--- src/rtl/msix_interrupt_sender_if.sv ---
// Bundle of the upstream request, table lookup and PCIe core MSI-X message signals.
// master = sender side, slave = table block / core / capability side.
interface msix_interrupt_sender_if #(
  parameter int VEC_W = 11
) ();
  logic             msix_enable;
  logic             msix_function_mask;
  logic             msix_interrupt;
  logic [VEC_W-1:0] msix_vector;
  logic             msix_interrupt_ack;
  logic             tbl_rd_en;
  logic [VEC_W-1:0] tbl_rd_vector;
  logic             tbl_rd_valid;
  logic [63:0]      tbl_msg_addr;
  logic [31:0]      tbl_msg_data;
  logic             tbl_masked;
  logic             cfg_interrupt_msix_int;
  logic [63:0]      cfg_interrupt_msix_address;
  logic [31:0]      cfg_interrupt_msix_data;
  logic             cfg_interrupt_msix_sent;
  logic             cfg_interrupt_msix_fail;
  logic             pba_set;
  logic [VEC_W-1:0] pba_vector;
  logic             err_drop;
  logic [15:0]      sent_count;

  modport master (
    input  msix_enable, msix_function_mask, msix_interrupt, msix_vector,
    input  tbl_rd_valid, tbl_msg_addr, tbl_msg_data, tbl_masked,
    input  cfg_interrupt_msix_sent, cfg_interrupt_msix_fail,
    output msix_interrupt_ack, tbl_rd_en, tbl_rd_vector,
    output cfg_interrupt_msix_int, cfg_interrupt_msix_address, cfg_interrupt_msix_data,
    output pba_set, pba_vector, err_drop, sent_count
  );

  modport slave (
    output msix_enable, msix_function_mask, msix_interrupt, msix_vector,
    output tbl_rd_valid, tbl_msg_addr, tbl_msg_data, tbl_masked,
    output cfg_interrupt_msix_sent, cfg_interrupt_msix_fail,
    input  msix_interrupt_ack, tbl_rd_en, tbl_rd_vector,
    input  cfg_interrupt_msix_int, cfg_interrupt_msix_address, cfg_interrupt_msix_data,
    input  pba_set, pba_vector, err_drop, sent_count
  );
endinterface

--- src/rtl/msix_interrupt_sender.sv ---
// MSI-X delivery stage: looks up a pending vector's table entry, sends it to the
// PCIe core with bounded retry, and re-pends the vector when it cannot be delivered.
module msix_interrupt_sender #(
  parameter int VEC_W          = 11,
  parameter int MAX_RETRY      = 3,
  parameter int TIMEOUT_CYCLES = 256,
  parameter int BACKOFF_CYCLES = 16
) (
  input logic                     clk,
  input logic                     rst,
  msix_interrupt_sender_if.master bus
);
  // state     | meaning
  // IDLE      | waiting for an enabled, unmasked request
  // FETCH     | one-cycle table lookup strobe
  // WAIT_TBL  | waiting for the table entry
  // SEND      | one-cycle message strobe to the core
  // WAIT_CORE | core owns the message; wait for sent/fail/timeout
  // BACKOFF   | idle gap before the next attempt
  // DONE      | acknowledge upstream

  localparam int TMO_W = $clog2(TIMEOUT_CYCLES + 1);
  localparam int RTY_W = $clog2(MAX_RETRY + 2);
  localparam int BO_W  = $clog2(BACKOFF_CYCLES + 1);

  typedef enum logic [2:0] {
    S_IDLE, S_FETCH, S_WAIT_TBL, S_SEND, S_WAIT_CORE, S_BACKOFF, S_DONE
  } state_e;

  state_e           state_q, state_d;
  logic [VEC_W-1:0] vec_q, vec_d;
  logic [63:0]      addr_q, addr_d;
  logic [31:0]      data_q, data_d;
  logic [RTY_W-1:0] retry_q, retry_d;
  logic [TMO_W-1:0] tmo_q, tmo_d;
  logic [BO_W-1:0]  bo_q, bo_d;
  logic [15:0]      cnt_q, cnt_d;
  logic             pba_q, pba_d;
  logic             drop_q, drop_d;
  logic             rd_en, msg_int, en_ok, retry_left;

  assign en_ok      = bus.msix_enable & ~bus.msix_function_mask;
  assign retry_left = (retry_q < RTY_W'(MAX_RETRY));

  always_comb begin
    state_d = state_q;
    vec_d   = vec_q;
    addr_d  = addr_q;
    data_d  = data_q;
    retry_d = retry_q;
    tmo_d   = tmo_q;
    bo_d    = bo_q;
    cnt_d   = cnt_q;
    pba_d   = 1'b0;
    drop_d  = 1'b0;
    rd_en   = 1'b0;
    msg_int = 1'b0;
    case (state_q)
      S_IDLE: begin
        if (bus.msix_interrupt && en_ok) begin
          vec_d   = bus.msix_vector;
          state_d = S_FETCH;
        end
      end
      S_FETCH: begin
        if (!en_ok) begin
          pba_d   = 1'b1;
          state_d = S_DONE;
        end else begin
          rd_en   = 1'b1;
          state_d = S_WAIT_TBL;
        end
      end
      S_WAIT_TBL: begin
        if (bus.tbl_rd_valid) begin
          addr_d = bus.tbl_msg_addr;
          data_d = bus.tbl_msg_data;
          if (!en_ok || bus.tbl_masked) begin
            pba_d   = 1'b1;
            state_d = S_DONE;
          end else if (bus.tbl_msg_addr[1:0] != 2'b00) begin
            pba_d   = 1'b1;
            drop_d  = 1'b1;
            state_d = S_DONE;
          end else begin
            retry_d = '0;
            state_d = S_SEND;
          end
        end
      end
      S_SEND: begin
        if (!en_ok) begin
          pba_d   = 1'b1;
          state_d = S_DONE;
        end else begin
          msg_int = 1'b1;
          tmo_d   = '0;
          state_d = S_WAIT_CORE;
        end
      end
      S_WAIT_CORE: begin
        // sent takes priority over a simultaneous fail
        if (bus.cfg_interrupt_msix_sent) begin
          cnt_d   = cnt_q + 16'd1;
          state_d = S_DONE;
        end else if (bus.cfg_interrupt_msix_fail || tmo_q == TMO_W'(TIMEOUT_CYCLES - 1)) begin
          if (retry_left && en_ok) begin
            retry_d = retry_q + 1'b1;
            bo_d    = BO_W'(BACKOFF_CYCLES - 1);
            state_d = S_BACKOFF;
          end else begin
            pba_d   = 1'b1;
            drop_d  = ~retry_left;
            state_d = S_DONE;
          end
        end else begin
          tmo_d = tmo_q + 1'b1;
        end
      end
      S_BACKOFF: begin
        if (!en_ok) begin
          pba_d   = 1'b1;
          state_d = S_DONE;
        end else if (bo_q == '0) begin
          state_d = S_SEND;
        end else begin
          bo_d = bo_q - 1'b1;
        end
      end
      S_DONE:  state_d = S_IDLE;
      default: state_d = S_IDLE;
    endcase
  end

  always_ff @(posedge clk) begin
    if (rst) begin
      state_q <= S_IDLE;
      vec_q   <= '0;
      addr_q  <= '0;
      data_q  <= '0;
      retry_q <= '0;
      tmo_q   <= '0;
      bo_q    <= '0;
      cnt_q   <= '0;
      pba_q   <= 1'b0;
      drop_q  <= 1'b0;
    end else begin
      state_q <= state_d;
      vec_q   <= vec_d;
      addr_q  <= addr_d;
      data_q  <= data_d;
      retry_q <= retry_d;
      tmo_q   <= tmo_d;
      bo_q    <= bo_d;
      cnt_q   <= cnt_d;
      pba_q   <= pba_d;
      drop_q  <= drop_d;
    end
  end

  assign bus.msix_interrupt_ack         = (state_q == S_DONE);
  assign bus.tbl_rd_en                  = rd_en;
  assign bus.tbl_rd_vector              = vec_q;
  assign bus.cfg_interrupt_msix_int     = msg_int;
  assign bus.cfg_interrupt_msix_address = addr_q;
  assign bus.cfg_interrupt_msix_data    = data_q;
  assign bus.pba_set                    = pba_q;
  assign bus.pba_vector                 = vec_q;
  assign bus.err_drop                   = drop_q;
  assign bus.sent_count                 = cnt_q;
endmodule

--- src/flat_wrapper.sv ---
// flat-port wrapper written by rule: the top's interface ports become plain ports
module msix_interrupt_sender_flat 
#(
  parameter int VEC_W          = 11,
  parameter int MAX_RETRY      = 3,
  parameter int TIMEOUT_CYCLES = 256,
  parameter int BACKOFF_CYCLES = 16
)
  (clk, rst, bus_msix_enable, bus_msix_function_mask, bus_msix_interrupt, bus_msix_vector, bus_tbl_rd_valid, bus_tbl_msg_addr, bus_tbl_msg_data, bus_tbl_masked, bus_cfg_interrupt_msix_sent, bus_cfg_interrupt_msix_fail, bus_msix_interrupt_ack, bus_tbl_rd_en, bus_tbl_rd_vector, bus_cfg_interrupt_msix_int, bus_cfg_interrupt_msix_address, bus_cfg_interrupt_msix_data, bus_pba_set, bus_pba_vector, bus_err_drop, bus_sent_count);
  msix_interrupt_sender_if #(.VEC_W(VEC_W)) bus_i ();
  input logic clk;
  input logic rst;
  input wire logic [$bits(bus_i.msix_enable)-1:0] bus_msix_enable;
  input wire logic [$bits(bus_i.msix_function_mask)-1:0] bus_msix_function_mask;
  input wire logic [$bits(bus_i.msix_interrupt)-1:0] bus_msix_interrupt;
  input wire logic [$bits(bus_i.msix_vector)-1:0] bus_msix_vector;
  input wire logic [$bits(bus_i.tbl_rd_valid)-1:0] bus_tbl_rd_valid;
  input wire logic [$bits(bus_i.tbl_msg_addr)-1:0] bus_tbl_msg_addr;
  input wire logic [$bits(bus_i.tbl_msg_data)-1:0] bus_tbl_msg_data;
  input wire logic [$bits(bus_i.tbl_masked)-1:0] bus_tbl_masked;
  input wire logic [$bits(bus_i.cfg_interrupt_msix_sent)-1:0] bus_cfg_interrupt_msix_sent;
  input wire logic [$bits(bus_i.cfg_interrupt_msix_fail)-1:0] bus_cfg_interrupt_msix_fail;
  output wire logic [$bits(bus_i.msix_interrupt_ack)-1:0] bus_msix_interrupt_ack;
  output wire logic [$bits(bus_i.tbl_rd_en)-1:0] bus_tbl_rd_en;
  output wire logic [$bits(bus_i.tbl_rd_vector)-1:0] bus_tbl_rd_vector;
  output wire logic [$bits(bus_i.cfg_interrupt_msix_int)-1:0] bus_cfg_interrupt_msix_int;
  output wire logic [$bits(bus_i.cfg_interrupt_msix_address)-1:0] bus_cfg_interrupt_msix_address;
  output wire logic [$bits(bus_i.cfg_interrupt_msix_data)-1:0] bus_cfg_interrupt_msix_data;
  output wire logic [$bits(bus_i.pba_set)-1:0] bus_pba_set;
  output wire logic [$bits(bus_i.pba_vector)-1:0] bus_pba_vector;
  output wire logic [$bits(bus_i.err_drop)-1:0] bus_err_drop;
  output wire logic [$bits(bus_i.sent_count)-1:0] bus_sent_count;
  assign bus_i.msix_enable = bus_msix_enable;
  assign bus_i.msix_function_mask = bus_msix_function_mask;
  assign bus_i.msix_interrupt = bus_msix_interrupt;
  assign bus_i.msix_vector = bus_msix_vector;
  assign bus_i.tbl_rd_valid = bus_tbl_rd_valid;
  assign bus_i.tbl_msg_addr = bus_tbl_msg_addr;
  assign bus_i.tbl_msg_data = bus_tbl_msg_data;
  assign bus_i.tbl_masked = bus_tbl_masked;
  assign bus_i.cfg_interrupt_msix_sent = bus_cfg_interrupt_msix_sent;
  assign bus_i.cfg_interrupt_msix_fail = bus_cfg_interrupt_msix_fail;
  assign bus_msix_interrupt_ack = bus_i.msix_interrupt_ack;
  assign bus_tbl_rd_en = bus_i.tbl_rd_en;
  assign bus_tbl_rd_vector = bus_i.tbl_rd_vector;
  assign bus_cfg_interrupt_msix_int = bus_i.cfg_interrupt_msix_int;
  assign bus_cfg_interrupt_msix_address = bus_i.cfg_interrupt_msix_address;
  assign bus_cfg_interrupt_msix_data = bus_i.cfg_interrupt_msix_data;
  assign bus_pba_set = bus_i.pba_set;
  assign bus_pba_vector = bus_i.pba_vector;
  assign bus_err_drop = bus_i.err_drop;
  assign bus_sent_count = bus_i.sent_count;
  msix_interrupt_sender #(.VEC_W(VEC_W), .MAX_RETRY(MAX_RETRY), .TIMEOUT_CYCLES(TIMEOUT_CYCLES), .BACKOFF_CYCLES(BACKOFF_CYCLES)) u_core (.clk(clk), .rst(rst), .bus(bus_i));
endmodule
--- config.mk ---
export PLATFORM = sky130hd
export DESIGN_NAME = msix_interrupt_sender_flat
export DESIGN_NICKNAME = d
export VERILOG_FILES = /design/src/rtl/msix_interrupt_sender_if.sv /design/src/rtl/msix_interrupt_sender.sv /design/src/flat_wrapper.sv
export SDC_FILE = /design/constraint.sdc
export NUM_CORES = 1
export LEC_CHECK = 0
export CORE_UTILIZATION = 42
export CTS_CLUSTER_DIAMETER = 60
export DETAILED_ROUTE_END_ITERATION = 7
export PLACE_DENSITY = 0.83
export SLEW_MARGIN = 20
export SYNTH_ARGS = -nofsm -noshare
export SYNTH_HDL_FRONTEND = slang
export SYNTH_SLANG_ARGS = --single-unit
export TNS_END_PERCENT = 30
--- constraint.sdc ---
create_clock -name clk -period 2.95 [get_ports clk]
set_input_delay 0.59 -clock clk [delete_from_list [all_inputs] [get_ports clk]]
set_output_delay 0.59 -clock clk [all_outputs]
set_load 0.02 [all_outputs]
==> impl_metrics.json <==
{
  "cts_max_path_buffers": 2,
  "grt_start_max_net_pins": 61,
  "fin_crit_sh_pct": 90.6,
  "cts_max_level": 4,
  "hp-class": "reg -> reg",
  "postCtsSetupBuffers": 0,
  "synth-edff-count": 0,
  "ys_async_sr_fraction_pct": 0,
  "worst_slack_ps": 278,
  "cts.sinks": 145,
  "layout-drive-gt1-share_pct": 5.92,
  "row_count": 42,
  "dieArea_um2": 14300,
  "relSlewSlack_pct": 35.8,
  "crit_path_end_kind": "output pin",
  "vias": 5686,
  "required_ps": 2360,
  "p_leak_uw": 0.00309,
  "dp_slack_ps": 280,
  "finalMaxSlewViolations": 0,
  "routedWlPerCell_um": 14.0,
  "clk_latency_ps": 410,
  "die_x_um": 120,
  "final_common_cell": "clkdlybuf4s50_1",
  "areaGrowthSynthToFinish_pct": 56.1,
  "cts_tree": "yes",
  "cts_hold_buf": 0,
  "drt_pre_antenna_iters": 4,
  "grt_antenna_before_repair": 0,
  "die_h_um": 120,
  "hold_viol_final": 0,
  "setup_viol": 0,
  "yosysSeqAreaShare_pct": 50.0,
  "ir_drop_uv": 400,
  "grt_first_pass_wirelength_um": 25700,
  "arrival_ps": 2080,
  "avgSynthCellArea_um2": 8.22,
  "critPathKind": "in -> out",
  "cp-start-kind": "primary input",
  "fmax_mhz": 374,
  "portBuffers": 254,
  "drc": 0,
  "cts_root_buffer": "clkbuf_16",
  "post-route-min-period_ps": 2670,
  "setup-tns-final_ps": 0,
  "layout_common_cells": "253 x clkdlybuf4s50_1, 205 x nand2_1, 145 x dfxtp_1",
  "synth_nets": 828,
  "cellPowerDensity_nw_per_um2": 682,
  "synth_largest_area_cell": "dfxtp_1",
  "io_pins": 255,
  "worst_slew_pin_slew_ps": 958,
  "core_area_um2": 13300,
  "track_usage_pct": 22.4,
  "cts_buffers": 17,
  "antenna_left": 0,
  "maxCapViolCount": 0,
  "yosysWarningCount": 0,
  "synth_flop_cell": "dfxtp_1",
  "synth_seq_cells": 145,
  "cts_resized": 0,
  "dr.first_iter.drc_count": 337,
  "synth_area_leaders": "dfxtp_1 50%, nand2_1 13%, a21oi_1 9.6%",
  "rsz0062_at_grt": "false",
  "initial_core_util_pct": 43.5,
  "n_antenna_cell": 0,
  "status": "finished, final reports clean",
  "hpwl_um": 11000,
  "vias_per_cell": 5.07,
  "worst_clock_skew_ps": 7.08,
  "synth_cell_type_count": 57,
  "grt_pass1_vias": 5526,
  "synth_top_area_share_pct": 50.0,
  "gp_congestion": 0.854,
  "cp_max_fo": 4,
  "layout.nets": 1056,
  "grt.overflow.total": 0,
  "routed_wl_um": 15700,
  "syn_area_um2": 5800,
  "cts.clk_slew.worst_paths_ps": 60,
  "syn_inst": 706
}
-- state kept, by name, summed over array words and instances, names as in the netlist --
| name | flops |
|---|---|
| u_core.bo_q | 5 |
| u_core.bus.cfg_interrupt_msix_address | 64 |
| u_core.bus.cfg_interrupt_msix_data | 32 |
| u_core.bus.err_drop | 1 |
| u_core.bus.pba_set | 1 |
| u_core.bus.pba_vector | 11 |
| u_core.bus.sent_count | 16 |
| u_core.retry_q | 3 |
| u_core.state_q | 3 |
| u_core.tmo_q | 9 |
-- path summary, 6_finish.rpt --
| path | cells past startpoint | to | slack, ps | start |
|---|---|---|---|---|
| max | 4 | bus_tbl_rd_en | 280 | bus_msix_function_mask |
| max reg2reg | 7 | u_core.tmo_q[5] | 460 | u_core.tmo_q[0] |
| min reg2reg | 2 | u_core.bus.cfg_interrupt_msix_address[50] | 450 | u_core.bus.cfg_interrupt_msix_address[50] |
| min | 2 | u_core.bus.cfg_interrupt_msix_address[50] | 450 | u_core.bus.cfg_interrupt_msix_address[50] |
-- critical path, stage by stage --
cell	delay (ps)
clkdlybuf4s50_1	460
nand2b_1	200
nor3b_1	200
clkdlybuf4s50_1	640
-- where the power goes --
part           leakage (µW)  switching (µW)  internal, µW
clock network      0.000310             789          1520
registers           0.00117             136          2160
logic               0.00161             844           727
-- through the flow --
stage	hold slack (ps)	power, µW	utilization [%]	instance area (µm²)	instances
after floorplan	426	3200	-	5800	706
after global routing	472	6480	67.9	9060	1122
after global placement	437	3890	63.0	8420	1091
after CTS	453	6230	67.9	9060	1122
final	451	6180	67.9	9060	1122
after detailed placement	446	3910	63.0	8420	1091
-- layer usage --
layer  routed length [µm]  GRT usage, %  share of wire (%)  vias to the layer above
li1                     -             -                  -                     2850
met1                 6500          25.5                 41                     2588
met2                 7480          37.9                 48                      223
met3                 1450          8.37                9.2                       25
met4                  286          8.75                1.8                        0
met5                    0             0                  0                        -
-- layout make-up --
cell class              instances  area, µm²
fillers                      1083       4290
flip-flops and latches        145       2900
repair buffers                267       2650
multi-input cells             497       2620
clock buffers                  22        494
well taps                     176        220
clock inverters                 9        153
inverters                       6       22.5
-- synthesized netlist by cell type (all sizes together), types with 3 or more instances --
master     n
nor2      33
a31oi      5
xor2       4
mux2i     11
clkbuf    34
inv        6
nor4       3
or3        5
nand3      8
dfxtp    145
o211ai     3
or4        8
nor3      12
o21a       3
nor2b      4
buf       24
xnor2      8
nor3b      4
o21ai      5
a2111oi    3
nand3b     4
and4       4
nand2b     3
o31ai      6
and3       5
ha         6
a311oi     3
a21oi    111
nand2    205
nand4      7
-- cells by family after synthesis --
| family | share of synthesized area, % |
|---|---|
| multiplexers | 2.09 |
| adder cells (fa/ha/maj) | 1.29 |
| XOR/XNOR | 1.81 |
| flip-flops | 50.0 |
| AND/OR/NAND/NOR | 24.9 |
| buffers and inverters | 5.22 |
| AO/OA/AOI/OAI | 14.7 |
(Power assumes the default switching activity.)
